==> config.mk <==
export PLATFORM = sky130hd
export DESIGN_NAME = axi_burst_bridge_flat
export DESIGN_NICKNAME = d
export VERILOG_FILES = /design/src/rtl/axi_burst_bridge_if.sv /design/src/rtl/axi_burst_bridge.sv /design/src/flat_wrapper.sv
export SDC_FILE = /design/constraint.sdc
export NUM_CORES = 1
export LEC_CHECK = 0
export CAP_MARGIN = 5
export CORE_AREA = 2 2 125 127
export CTS_CLUSTER_SIZE = 30
export DETAILED_ROUTE_END_ITERATION = 10
export DIE_AREA = 0 0 127 129
export GPL_TIMING_DRIVEN = 0
export PLACE_DENSITY = 0.65
export SYNTH_ARGS = -nofsm -noshare
export SYNTH_HDL_FRONTEND = slang
export SYNTH_SLANG_ARGS = --single-unit
==> constraint.sdc <==
create_clock -name clk -period 1.8 [get_ports clk]
set_input_delay 0.45 -clock clk [delete_from_list [all_inputs] [get_ports clk]]
set_output_delay 0.45 -clock clk [all_outputs]
set_load 0.02 [all_outputs]
==> src/rtl/axi_burst_bridge_if.sv <==
// AXI3 master-side bus bundle used by the cache burst bridge.
// The bridge connects through the master modport; a slave model uses the slave modport.
interface axi_burst_bridge_if #(
  parameter int DATA_W = 32,
  parameter int ID_W   = 4
);
  localparam int STRB_W = DATA_W / 8;

  logic [ID_W-1:0]   arid;
  logic [31:0]       araddr;
  logic [3:0]        arlen;
  logic [2:0]        arsize;
  logic [1:0]        arburst;
  logic [1:0]        arlock;
  logic [3:0]        arcache;
  logic [2:0]        arprot;
  logic              arvalid;
  logic              arready;

  logic [ID_W-1:0]   rid;
  logic [DATA_W-1:0] rdata;
  logic [1:0]        rresp;
  logic              rlast;
  logic              rvalid;
  logic              rready;

  logic [ID_W-1:0]   awid;
  logic [31:0]       awaddr;
  logic [3:0]        awlen;
  logic [2:0]        awsize;
  logic [1:0]        awburst;
  logic [1:0]        awlock;
  logic [3:0]        awcache;
  logic [2:0]        awprot;
  logic              awvalid;
  logic              awready;

  logic [ID_W-1:0]   wid;
  logic [DATA_W-1:0] wdata;
  logic [STRB_W-1:0] wstrb;
  logic              wlast;
  logic              wvalid;
  logic              wready;

  logic [ID_W-1:0]   bid;
  logic [1:0]        bresp;
  logic              bvalid;
  logic              bready;

  modport master (
    output arid, araddr, arlen, arsize, arburst, arlock, arcache, arprot, arvalid,
    input  arready,
    input  rid, rdata, rresp, rlast, rvalid,
    output rready,
    output awid, awaddr, awlen, awsize, awburst, awlock, awcache, awprot, awvalid,
    input  awready,
    output wid, wdata, wstrb, wlast, wvalid,
    input  wready,
    input  bid, bresp, bvalid,
    output bready
  );

  modport slave (
    input  arid, araddr, arlen, arsize, arburst, arlock, arcache, arprot, arvalid,
    output arready,
    output rid, rdata, rresp, rlast, rvalid,
    input  rready,
    input  awid, awaddr, awlen, awsize, awburst, awlock, awcache, awprot, awvalid,
    output awready,
    input  wid, wdata, wstrb, wlast, wvalid,
    output wready,
    output bid, bresp, bvalid,
    input  bready
  );
endinterface

==> src/rtl/axi_burst_bridge.sv <==
// Cache-to-AXI3 burst bridge: one INCR/WRAP read or write burst in flight at a time,
// with beat streaming in both directions and the AXI error response folded into mem_err.
module axi_burst_bridge #(
  parameter int DATA_W = 32,
  parameter int LEN_W  = 4,
  parameter int AXI_ID = 0,
  parameter int ID_W   = 4,
  localparam int STRB_W = DATA_W / 8
) (
  input  logic              clk,
  input  logic              resetn,
  input  logic              mem_req,
  output logic              mem_ready,
  input  logic              mem_write,
  input  logic [31:0]       mem_addr,
  input  logic [LEN_W-1:0]  mem_len,
  input  logic [2:0]        mem_size,
  input  logic              mem_wrap,
  input  logic [DATA_W-1:0] mem_wdata,
  input  logic [STRB_W-1:0] mem_wstrb,
  input  logic              mem_wvalid,
  output logic              mem_wready,
  output logic [DATA_W-1:0] mem_rdata,
  output logic              mem_rvalid,
  output logic              mem_rlast,
  output logic              mem_done,
  output logic              mem_err,
  axi_burst_bridge_if.master axi
);
  typedef enum logic [2:0] {IDLE, RD_ADDR, RD_DATA, WR, WR_RESP} state_t;

  state_t            state_reg, state_next;
  logic [31:0]       addr_reg;
  logic [LEN_W-1:0]  len_reg;
  logic [LEN_W-1:0]  cnt_reg;
  logic [2:0]        size_reg;
  logic [1:0]        burst_reg;
  logic              aw_done_reg;
  logic              w_done_reg;
  logic              err_reg;

  logic [3:0]        req_len4;
  logic              wrap_ok;
  logic              rd_last;
  logic              aw_hs;
  logic              w_hs;
  logic              w_last;
  wire               unused_ids = ^{axi.rid, axi.bid};

  // WRAP is only legal for 2/4/8/16 beats; anything else falls back to INCR
  assign req_len4 = 4'(mem_len);
  assign wrap_ok  = (req_len4 == 4'd1) || (req_len4 == 4'd3) ||
                    (req_len4 == 4'd7) || (req_len4 == 4'd15);

  // The counter covers a slave that never asserts rlast
  assign rd_last = axi.rlast || (cnt_reg == len_reg);
  assign w_last  = (cnt_reg == len_reg);
  assign aw_hs   = (state_reg == WR) && !aw_done_reg && axi.awready;
  assign w_hs    = (state_reg == WR) && mem_wvalid && !w_done_reg && axi.wready;

  assign axi.arid    = ID_W'(AXI_ID);
  assign axi.awid    = ID_W'(AXI_ID);
  assign axi.wid     = ID_W'(AXI_ID);
  assign axi.araddr  = addr_reg;
  assign axi.awaddr  = addr_reg;
  assign axi.arlen   = 4'(len_reg);
  assign axi.awlen   = 4'(len_reg);
  assign axi.arsize  = size_reg;
  assign axi.awsize  = size_reg;
  assign axi.arburst = burst_reg;
  assign axi.awburst = burst_reg;
  assign axi.arlock  = 2'b00;
  assign axi.awlock  = 2'b00;
  assign axi.arcache = 4'b0000;
  assign axi.awcache = 4'b0000;
  assign axi.arprot  = 3'b000;
  assign axi.awprot  = 3'b000;
  assign axi.wdata   = mem_wdata;
  assign axi.wstrb   = mem_wstrb;
  assign axi.wlast   = w_last;
  assign mem_rdata   = axi.rdata;
  assign mem_wready  = w_hs;

  always_ff @(posedge clk or negedge resetn) begin
    if (!resetn) begin
      state_reg <= IDLE;
    end else begin
      state_reg <= state_next;
    end
  end

  always_comb begin
    state_next  = state_reg;
    mem_ready   = 1'b0;
    mem_rvalid  = 1'b0;
    mem_rlast   = 1'b0;
    mem_done    = 1'b0;
    mem_err     = 1'b0;
    axi.arvalid = 1'b0;
    axi.rready  = 1'b0;
    axi.awvalid = 1'b0;
    axi.wvalid  = 1'b0;
    axi.bready  = 1'b0;
    case (state_reg)
      IDLE: begin
        mem_ready = mem_req;
        if (mem_req) state_next = mem_write ? WR : RD_ADDR;
      end
      RD_ADDR: begin
        axi.arvalid = 1'b1;
        if (axi.arready) state_next = RD_DATA;
      end
      RD_DATA: begin
        axi.rready = 1'b1;
        mem_rvalid = axi.rvalid;
        mem_rlast  = axi.rvalid && rd_last;
        if (axi.rvalid && rd_last) begin
          mem_done   = 1'b1;
          mem_err    = err_reg || (axi.rresp != 2'b00);
          state_next = IDLE;
        end
      end
      WR: begin
        axi.awvalid = !aw_done_reg;
        axi.wvalid  = mem_wvalid && !w_done_reg;
        if ((aw_done_reg || aw_hs) && (w_done_reg || (w_hs && w_last)))
          state_next = WR_RESP;
      end
      WR_RESP: begin
        axi.bready = 1'b1;
        if (axi.bvalid) begin
          mem_done   = 1'b1;
          mem_err    = (axi.bresp != 2'b00);
          state_next = IDLE;
        end
      end
      default: state_next = IDLE;
    endcase
  end

  always_ff @(posedge clk or negedge resetn) begin
    if (!resetn) begin
      addr_reg    <= '0;
      len_reg     <= '0;
      cnt_reg     <= '0;
      size_reg    <= '0;
      burst_reg   <= '0;
      aw_done_reg <= 1'b0;
      w_done_reg  <= 1'b0;
      err_reg     <= 1'b0;
    end else begin
      case (state_reg)
        IDLE: begin
          if (mem_req) begin
            addr_reg    <= mem_addr;
            len_reg     <= mem_len;
            size_reg    <= mem_size;
            burst_reg   <= (mem_wrap && wrap_ok) ? 2'b10 : 2'b01;
            cnt_reg     <= '0;
            aw_done_reg <= 1'b0;
            w_done_reg  <= 1'b0;
            err_reg     <= 1'b0;
          end
        end
        RD_DATA: begin
          if (axi.rvalid) begin
            cnt_reg <= cnt_reg + 1'b1;
            if (axi.rresp != 2'b00) err_reg <= 1'b1;
          end
        end
        WR: begin
          if (aw_hs) aw_done_reg <= 1'b1;
          if (w_hs) begin
            cnt_reg <= cnt_reg + 1'b1;
            if (w_last) w_done_reg <= 1'b1;
          end
        end
        default: ;
      endcase
    end
  end
endmodule
==> src/flat_wrapper.sv <==
// flat-port wrapper written by rule: the top's interface ports become plain ports
module axi_burst_bridge_flat 
#(
  parameter int DATA_W = 32,
  parameter int LEN_W  = 4,
  parameter int AXI_ID = 0,
  parameter int ID_W   = 4,
  localparam int STRB_W = DATA_W / 8
)
  (clk, resetn, mem_req, mem_ready, mem_write, mem_addr, mem_len, mem_size, mem_wrap, mem_wdata, mem_wstrb, mem_wvalid, mem_wready, mem_rdata, mem_rvalid, mem_rlast, mem_done, mem_err, axi_arid, axi_araddr, axi_arlen, axi_arsize, axi_arburst, axi_arlock, axi_arcache, axi_arprot, axi_arvalid, axi_arready, axi_rid, axi_rdata, axi_rresp, axi_rlast, axi_rvalid, axi_rready, axi_awid, axi_awaddr, axi_awlen, axi_awsize, axi_awburst, axi_awlock, axi_awcache, axi_awprot, axi_awvalid, axi_awready, axi_wid, axi_wdata, axi_wstrb, axi_wlast, axi_wvalid, axi_wready, axi_bid, axi_bresp, axi_bvalid, axi_bready);
  axi_burst_bridge_if #(.DATA_W(DATA_W), .ID_W(ID_W)) axi_i ();
  input  logic clk;
  input  logic resetn;
  input  logic mem_req;
  output logic mem_ready;
  input  logic mem_write;
  input  logic [31:0] mem_addr;
  input  logic [LEN_W-1:0] mem_len;
  input  logic [2:0] mem_size;
  input  logic mem_wrap;
  input  logic [DATA_W-1:0] mem_wdata;
  input  logic [STRB_W-1:0] mem_wstrb;
  input  logic mem_wvalid;
  output logic mem_wready;
  output logic [DATA_W-1:0] mem_rdata;
  output logic mem_rvalid;
  output logic mem_rlast;
  output logic mem_done;
  output logic mem_err;
  output wire logic [$bits(axi_i.arid)-1:0] axi_arid;
  output wire logic [$bits(axi_i.araddr)-1:0] axi_araddr;
  output wire logic [$bits(axi_i.arlen)-1:0] axi_arlen;
  output wire logic [$bits(axi_i.arsize)-1:0] axi_arsize;
  output wire logic [$bits(axi_i.arburst)-1:0] axi_arburst;
  output wire logic [$bits(axi_i.arlock)-1:0] axi_arlock;
  output wire logic [$bits(axi_i.arcache)-1:0] axi_arcache;
  output wire logic [$bits(axi_i.arprot)-1:0] axi_arprot;
  output wire logic [$bits(axi_i.arvalid)-1:0] axi_arvalid;
  input wire logic [$bits(axi_i.arready)-1:0] axi_arready;
  input wire logic [$bits(axi_i.rid)-1:0] axi_rid;
  input wire logic [$bits(axi_i.rdata)-1:0] axi_rdata;
  input wire logic [$bits(axi_i.rresp)-1:0] axi_rresp;
  input wire logic [$bits(axi_i.rlast)-1:0] axi_rlast;
  input wire logic [$bits(axi_i.rvalid)-1:0] axi_rvalid;
  output wire logic [$bits(axi_i.rready)-1:0] axi_rready;
  output wire logic [$bits(axi_i.awid)-1:0] axi_awid;
  output wire logic [$bits(axi_i.awaddr)-1:0] axi_awaddr;
  output wire logic [$bits(axi_i.awlen)-1:0] axi_awlen;
  output wire logic [$bits(axi_i.awsize)-1:0] axi_awsize;
  output wire logic [$bits(axi_i.awburst)-1:0] axi_awburst;
  output wire logic [$bits(axi_i.awlock)-1:0] axi_awlock;
  output wire logic [$bits(axi_i.awcache)-1:0] axi_awcache;
  output wire logic [$bits(axi_i.awprot)-1:0] axi_awprot;
  output wire logic [$bits(axi_i.awvalid)-1:0] axi_awvalid;
  input wire logic [$bits(axi_i.awready)-1:0] axi_awready;
  output wire logic [$bits(axi_i.wid)-1:0] axi_wid;
  output wire logic [$bits(axi_i.wdata)-1:0] axi_wdata;
  output wire logic [$bits(axi_i.wstrb)-1:0] axi_wstrb;
  output wire logic [$bits(axi_i.wlast)-1:0] axi_wlast;
  output wire logic [$bits(axi_i.wvalid)-1:0] axi_wvalid;
  input wire logic [$bits(axi_i.wready)-1:0] axi_wready;
  input wire logic [$bits(axi_i.bid)-1:0] axi_bid;
  input wire logic [$bits(axi_i.bresp)-1:0] axi_bresp;
  input wire logic [$bits(axi_i.bvalid)-1:0] axi_bvalid;
  output wire logic [$bits(axi_i.bready)-1:0] axi_bready;
  assign axi_arid = axi_i.arid;
  assign axi_araddr = axi_i.araddr;
  assign axi_arlen = axi_i.arlen;
  assign axi_arsize = axi_i.arsize;
  assign axi_arburst = axi_i.arburst;
  assign axi_arlock = axi_i.arlock;
  assign axi_arcache = axi_i.arcache;
  assign axi_arprot = axi_i.arprot;
  assign axi_arvalid = axi_i.arvalid;
  assign axi_i.arready = axi_arready;
  assign axi_i.rid = axi_rid;
  assign axi_i.rdata = axi_rdata;
  assign axi_i.rresp = axi_rresp;
  assign axi_i.rlast = axi_rlast;
  assign axi_i.rvalid = axi_rvalid;
  assign axi_rready = axi_i.rready;
  assign axi_awid = axi_i.awid;
  assign axi_awaddr = axi_i.awaddr;
  assign axi_awlen = axi_i.awlen;
  assign axi_awsize = axi_i.awsize;
  assign axi_awburst = axi_i.awburst;
  assign axi_awlock = axi_i.awlock;
  assign axi_awcache = axi_i.awcache;
  assign axi_awprot = axi_i.awprot;
  assign axi_awvalid = axi_i.awvalid;
  assign axi_i.awready = axi_awready;
  assign axi_wid = axi_i.wid;
  assign axi_wdata = axi_i.wdata;
  assign axi_wstrb = axi_i.wstrb;
  assign axi_wlast = axi_i.wlast;
  assign axi_wvalid = axi_i.wvalid;
  assign axi_i.wready = axi_wready;
  assign axi_i.bid = axi_bid;
  assign axi_i.bresp = axi_bresp;
  assign axi_i.bvalid = axi_bvalid;
  assign axi_bready = axi_i.bready;
  axi_burst_bridge #(.DATA_W(DATA_W), .LEN_W(LEN_W), .AXI_ID(AXI_ID), .ID_W(ID_W)) u_core (.clk(clk), .resetn(resetn), .mem_req(mem_req), .mem_ready(mem_ready), .mem_write(mem_write), .mem_addr(mem_addr), .mem_len(mem_len), .mem_size(mem_size), .mem_wrap(mem_wrap), .mem_wdata(mem_wdata), .mem_wstrb(mem_wstrb), .mem_wvalid(mem_wvalid), .mem_wready(mem_wready), .mem_rdata(mem_rdata), .mem_rvalid(mem_rvalid), .mem_rlast(mem_rlast), .mem_done(mem_done), .mem_err(mem_err), .axi(axi_i));
endmodule
==> impl_results.rst <==
.. list-table::
   :header-rows: 1

   * - Metric
     - Value
   * - Max Clock Freq
     - 462 MHz
   * - Overflow left after global routing
     - 0
   * - Chip Width
     - 127 um
   * - Crit path max-delay cell type
     - dfrtp_1
   * - Sw Share
     - 43.5%
   * - Relative contribution of sequential cells to total power
     - 23.3%
   * - Most frequent cells after synthesis
     - buf_4 (140), nand2_1 (123), dfrtp_1 (51)
   * - Most used routing layer
     - met2
   * - Vias post-DR
     - 3,291
   * - Async S/R FF share, synth
     - 100%
   * - Met3 layer usage reported by global route
     - 2.08%
   * - Worst ir drop on vdd
     - 0.658 mV
   * - Global placement routability congestion
     - 0.739
   * - Final critical delay including setup and external delays
     - 2.17 ns
   * - Yosys warnings
     - 0
   * - Antenna violations before repair
     - 0
   * - Share of total power in combinational logic
     - 66.2%
   * - LEAKAGE
     - 0.00343 uW
   * - # setup viols final
     - 14
   * - Top post-synthesis cells by area
     - dfrtp_1 (38%), buf_4 (32%), nand2_1 (14%)
   * - Area fraction of the dominant cell type after synthesis
     - 38.5%
   * - Number of synthesized register bits
     - 51
   * - Slew @ Worst Pin
     - 0.678 ns
   * - Dominant delay contributor by cell family on the critical path
     - flip-flops
   * - Ratio of cells with drive above 1 in the final layout
     - 36.4%
   * - Synth Flop Type
     - dfrtp_1
   * - DIE AREA
     - 0.0164 mm2
   * - Synthesized netlist cell count
     - 392
   * - Min-delay worst type
     - input pin to async pin
   * - Area leader, netlist
     - dfrtp_1
   * - # nets final
     - 807
   * - H-tree level count
     - 2
   * - Area growth from synthesis to layout
     - 95.8%
   * - Kind of start point of the critical path
     - register
   * - Count of unresolved DRC violations after routing
     - 0
   * - MaxCap Viol Count
     - 0
   * - Height of the die
     - 129 um
   * - Total inserted antenna cells
     - 0
   * - Clk_lat worst skew
     - 0.29 ns
   * - List of cells traversed by the critical path
     - xor2_2 > nor4_4 > o21ai_2 > o22ai_4 > buf_6
   * - Initial cell density of the core
     - 22.1%
   * - Power density of the placed cells
     - 1440 mW/mm2
   * - Internal power component
     - 5290 uW
   * - Detail-routed via count per cell
     - 3.81
   * - Netlist area before placement
     - 0.00332 mm2
   * - Slew headroom
     - 54.8%
   * - Clock-pin slew reported for the worst setup and hold paths after clock tree synthesis
     - 0.07 ns
   * - Number of instances in the placed design
     - 826
   * - Count of buffering cells on the critical path with inverters included
     - 1
   * - Avg WL per Cell
     - 13.0 um
   * - DRT antenna net count
     - 0
   * - Core Area
     - 0.0150 mm2
   * - Final Non-Filler Cells
     - 864
   * - Sum of net half-perimeters after detailed placement
     - 8590 um
   * - # fillers
     - 1,492
   * - Post-Synthesis Mean Instance Area
     - 8.46 um2
   * - Clock network power share
     - 10.5%
   * - Post-Route WL
     - 11,200 um
   * - # hold bufs at CTS
     - 0
   * - Sequential area share after synthesis
     - 38.5%
   * - Count of cell types in the netlist
     - 40
   * - Number of endpoints with negative hold slack in the final report
     - 0
   * - Post-Route Hold Slack
     - 0.184 ns
   * - CTS tree
     - yes
   * - Net Switching
     - 4070 uW
   * - Period utilization
     - 120%
   * - Via count of the first global-routing pass
     - 3,183
   * - RSZ-0062 raised after global routing
     - yes
   * - Failing checks
     - setup timing
   * - CTS root buf
     - clkbuf_16
   * - First-pass GRT wire length
     - 16,400 um
   * - Flip-flop count of the largest register after layout
     - 32
   * - Required time at the worst-slack endpoint
     - 1.35 ns
   * - Count of final max-slew check failures
     - 0
   * - Maximum number of pins on one net before global-route repair
     - 29
   * - Total chip power
     - 9360 uW
   * - Category of the most critical setup path
     - register to output pin
   * - Number of synthesized flops with an enable pin
     - 0
   * - Aggregate global-route resource usage
     - 12.5%
   * - Maximum count of clock buffers along a single path
     - 2
   * - Minimum setup slack in the final design
     - -0.366 ns
   * - Port Buf Inserts
     - 216
   * - Starting DRT DRC Count
     - 87
   * - Drt first pass iters
     - 4
   * - Library cell with the highest instance count after synthesis
     - buf_4
   * - Global-route track usage on met2
     - 21.3%
   * - Met1 usage in global routing
     - 16.4%
   * - Clock tree skew after final layout
     - 0.00503 ns
   * - CP Data Arrival Time
     - 1.72 ns
   * - Top-Level Pins
     - 323
   * - Row Count
     - 45
   * - Status
     - finished with violations
   * - CTS Buf Count
     - 5
   * - Utilization after layout
     - 43.4%
   * - CP endpoint kind
     - output pin
   * - Sink Count
     - 51
   * - Worst stage delay on the critical path
     - 0.41 ns
   * - Crit Path Max Fanout
     - 3
[worst paths after layout]
check	from	end	slack [ns]	cells after the start
setup / recovery	u_core.cnt_reg[3]	mem_err	-0.37	5
hold / removal	resetn	u_core.aw_done_reg	0.18	1
setup reg to reg	u_core.state_reg[2]	u_core.state_reg[1]	-0.11	7
hold reg to reg	u_core.err_reg	u_core.err_reg	0.50	2
max in group asynchronous	resetn	u_core.axi.arlen[0]	1.03	2
min in group clk	u_core.err_reg	u_core.err_reg	0.50	2
[routing by layer]
metal	vias up	part of all wire [%]	wire, um
li1	1624	-	-
met1	1497	42	4750
met2	157	50	5580
met3	13	6.6	740
met4	0	1.4	159
met5	-	0	0
[power groups by stage]
stage	Clock (uW)	Sequential, uW	Combinational (uW)
after CTS	1030	2210	5970
after detailed placement	0	2210	5800
final	980	2180	6200
after global routing	1070	2290	6620
after floorplan	0	2600	2760
after global placement	0	2210	5760
[stage by stage]
step / worst slack, ns / setup TNS (ns) / instance area (um2)
3_5_place_dp: -1.37 / -30.12 / 5880
5_1_grt: -0.418 / -2.82 / 6490
2_1_floorplan: -0.143 / -0.329 / 3470
6_report: -0.366 / -1.80 / 6490
3_3_place_gp: -1.62 / -101.76 / 5870
4_1_cts: -0.384 / -1.77 / 6260
[cells in the final DEF (no fill, tap or decap), types with 3 or more instances in the layout]
| cell | n |
|---|---|
| buf_4 | 164 |
| clkdlybuf4s50_1 | 140 |
| nand2_1 | 122 |
| dlygate4sd2_1 | 48 |
| dfrtp_1 | 43 |
| conb_1 | 30 |
| buf_6 | 19 |
| dlymetal6s2s_1 | 14 |
| dfrtp_2 | 8 |
| nor2_1 | 7 |
| buf_2 | 7 |
| clkbuf_16 | 5 |
| xor2_2 | 4 |
| o21ai_0 | 4 |
| clkinvlp_4 | 3 |
| nor2_4 | 3 |
| a21o_1 | 3 |
[what timing repair did]
item                       CTS  global route
gates resized for setup    155            51
pin swaps                   13            14
setup endpoints to repair  108            74
buffers inserted            18            15
[worst reg2reg max path, cell delays in order, from the launching register on]
cell and delay [ns]:
dfrtp_1 0.38, buf_6 0.14, nand2b_4 0.15, buf_4 0.14
nor4b_1 0.54, a211oi_4 0.14, o311ai_4 0.13, mux2i_1 0.22
[kinds of logic after synthesis]
logic type                 after synthesis  synth area share [%]
buffers and inverters                  156                  33.7
muxes                                    2                 0.641
and+or+nand+nor                        152                  19.2
xor gates and xnor gates                 5                  1.32
DFF                                     51                  38.5
AOI/OAI and AO/OA                       24                  6.15
other                                    1                 0.113
adders and majority gates                1                 0.377
[layout make-up]
class | count | area, um2 | share of cell area (%)
buffer | 148 | 1100 | 16.9
clock buffer | 5 | 125 | 1.93
clock inverter | 3 | 23.8 | 0.366
inverter | 6 | 43.8 | 0.675
multi-input combinational | 214 | 1230 | 19.0
sequential | 51 | 1290 | 19.8
tap | 188 | 235 | 3.62
timing repair buffer | 249 | 2450 | 37.7
(Power assumes the default switching activity.)
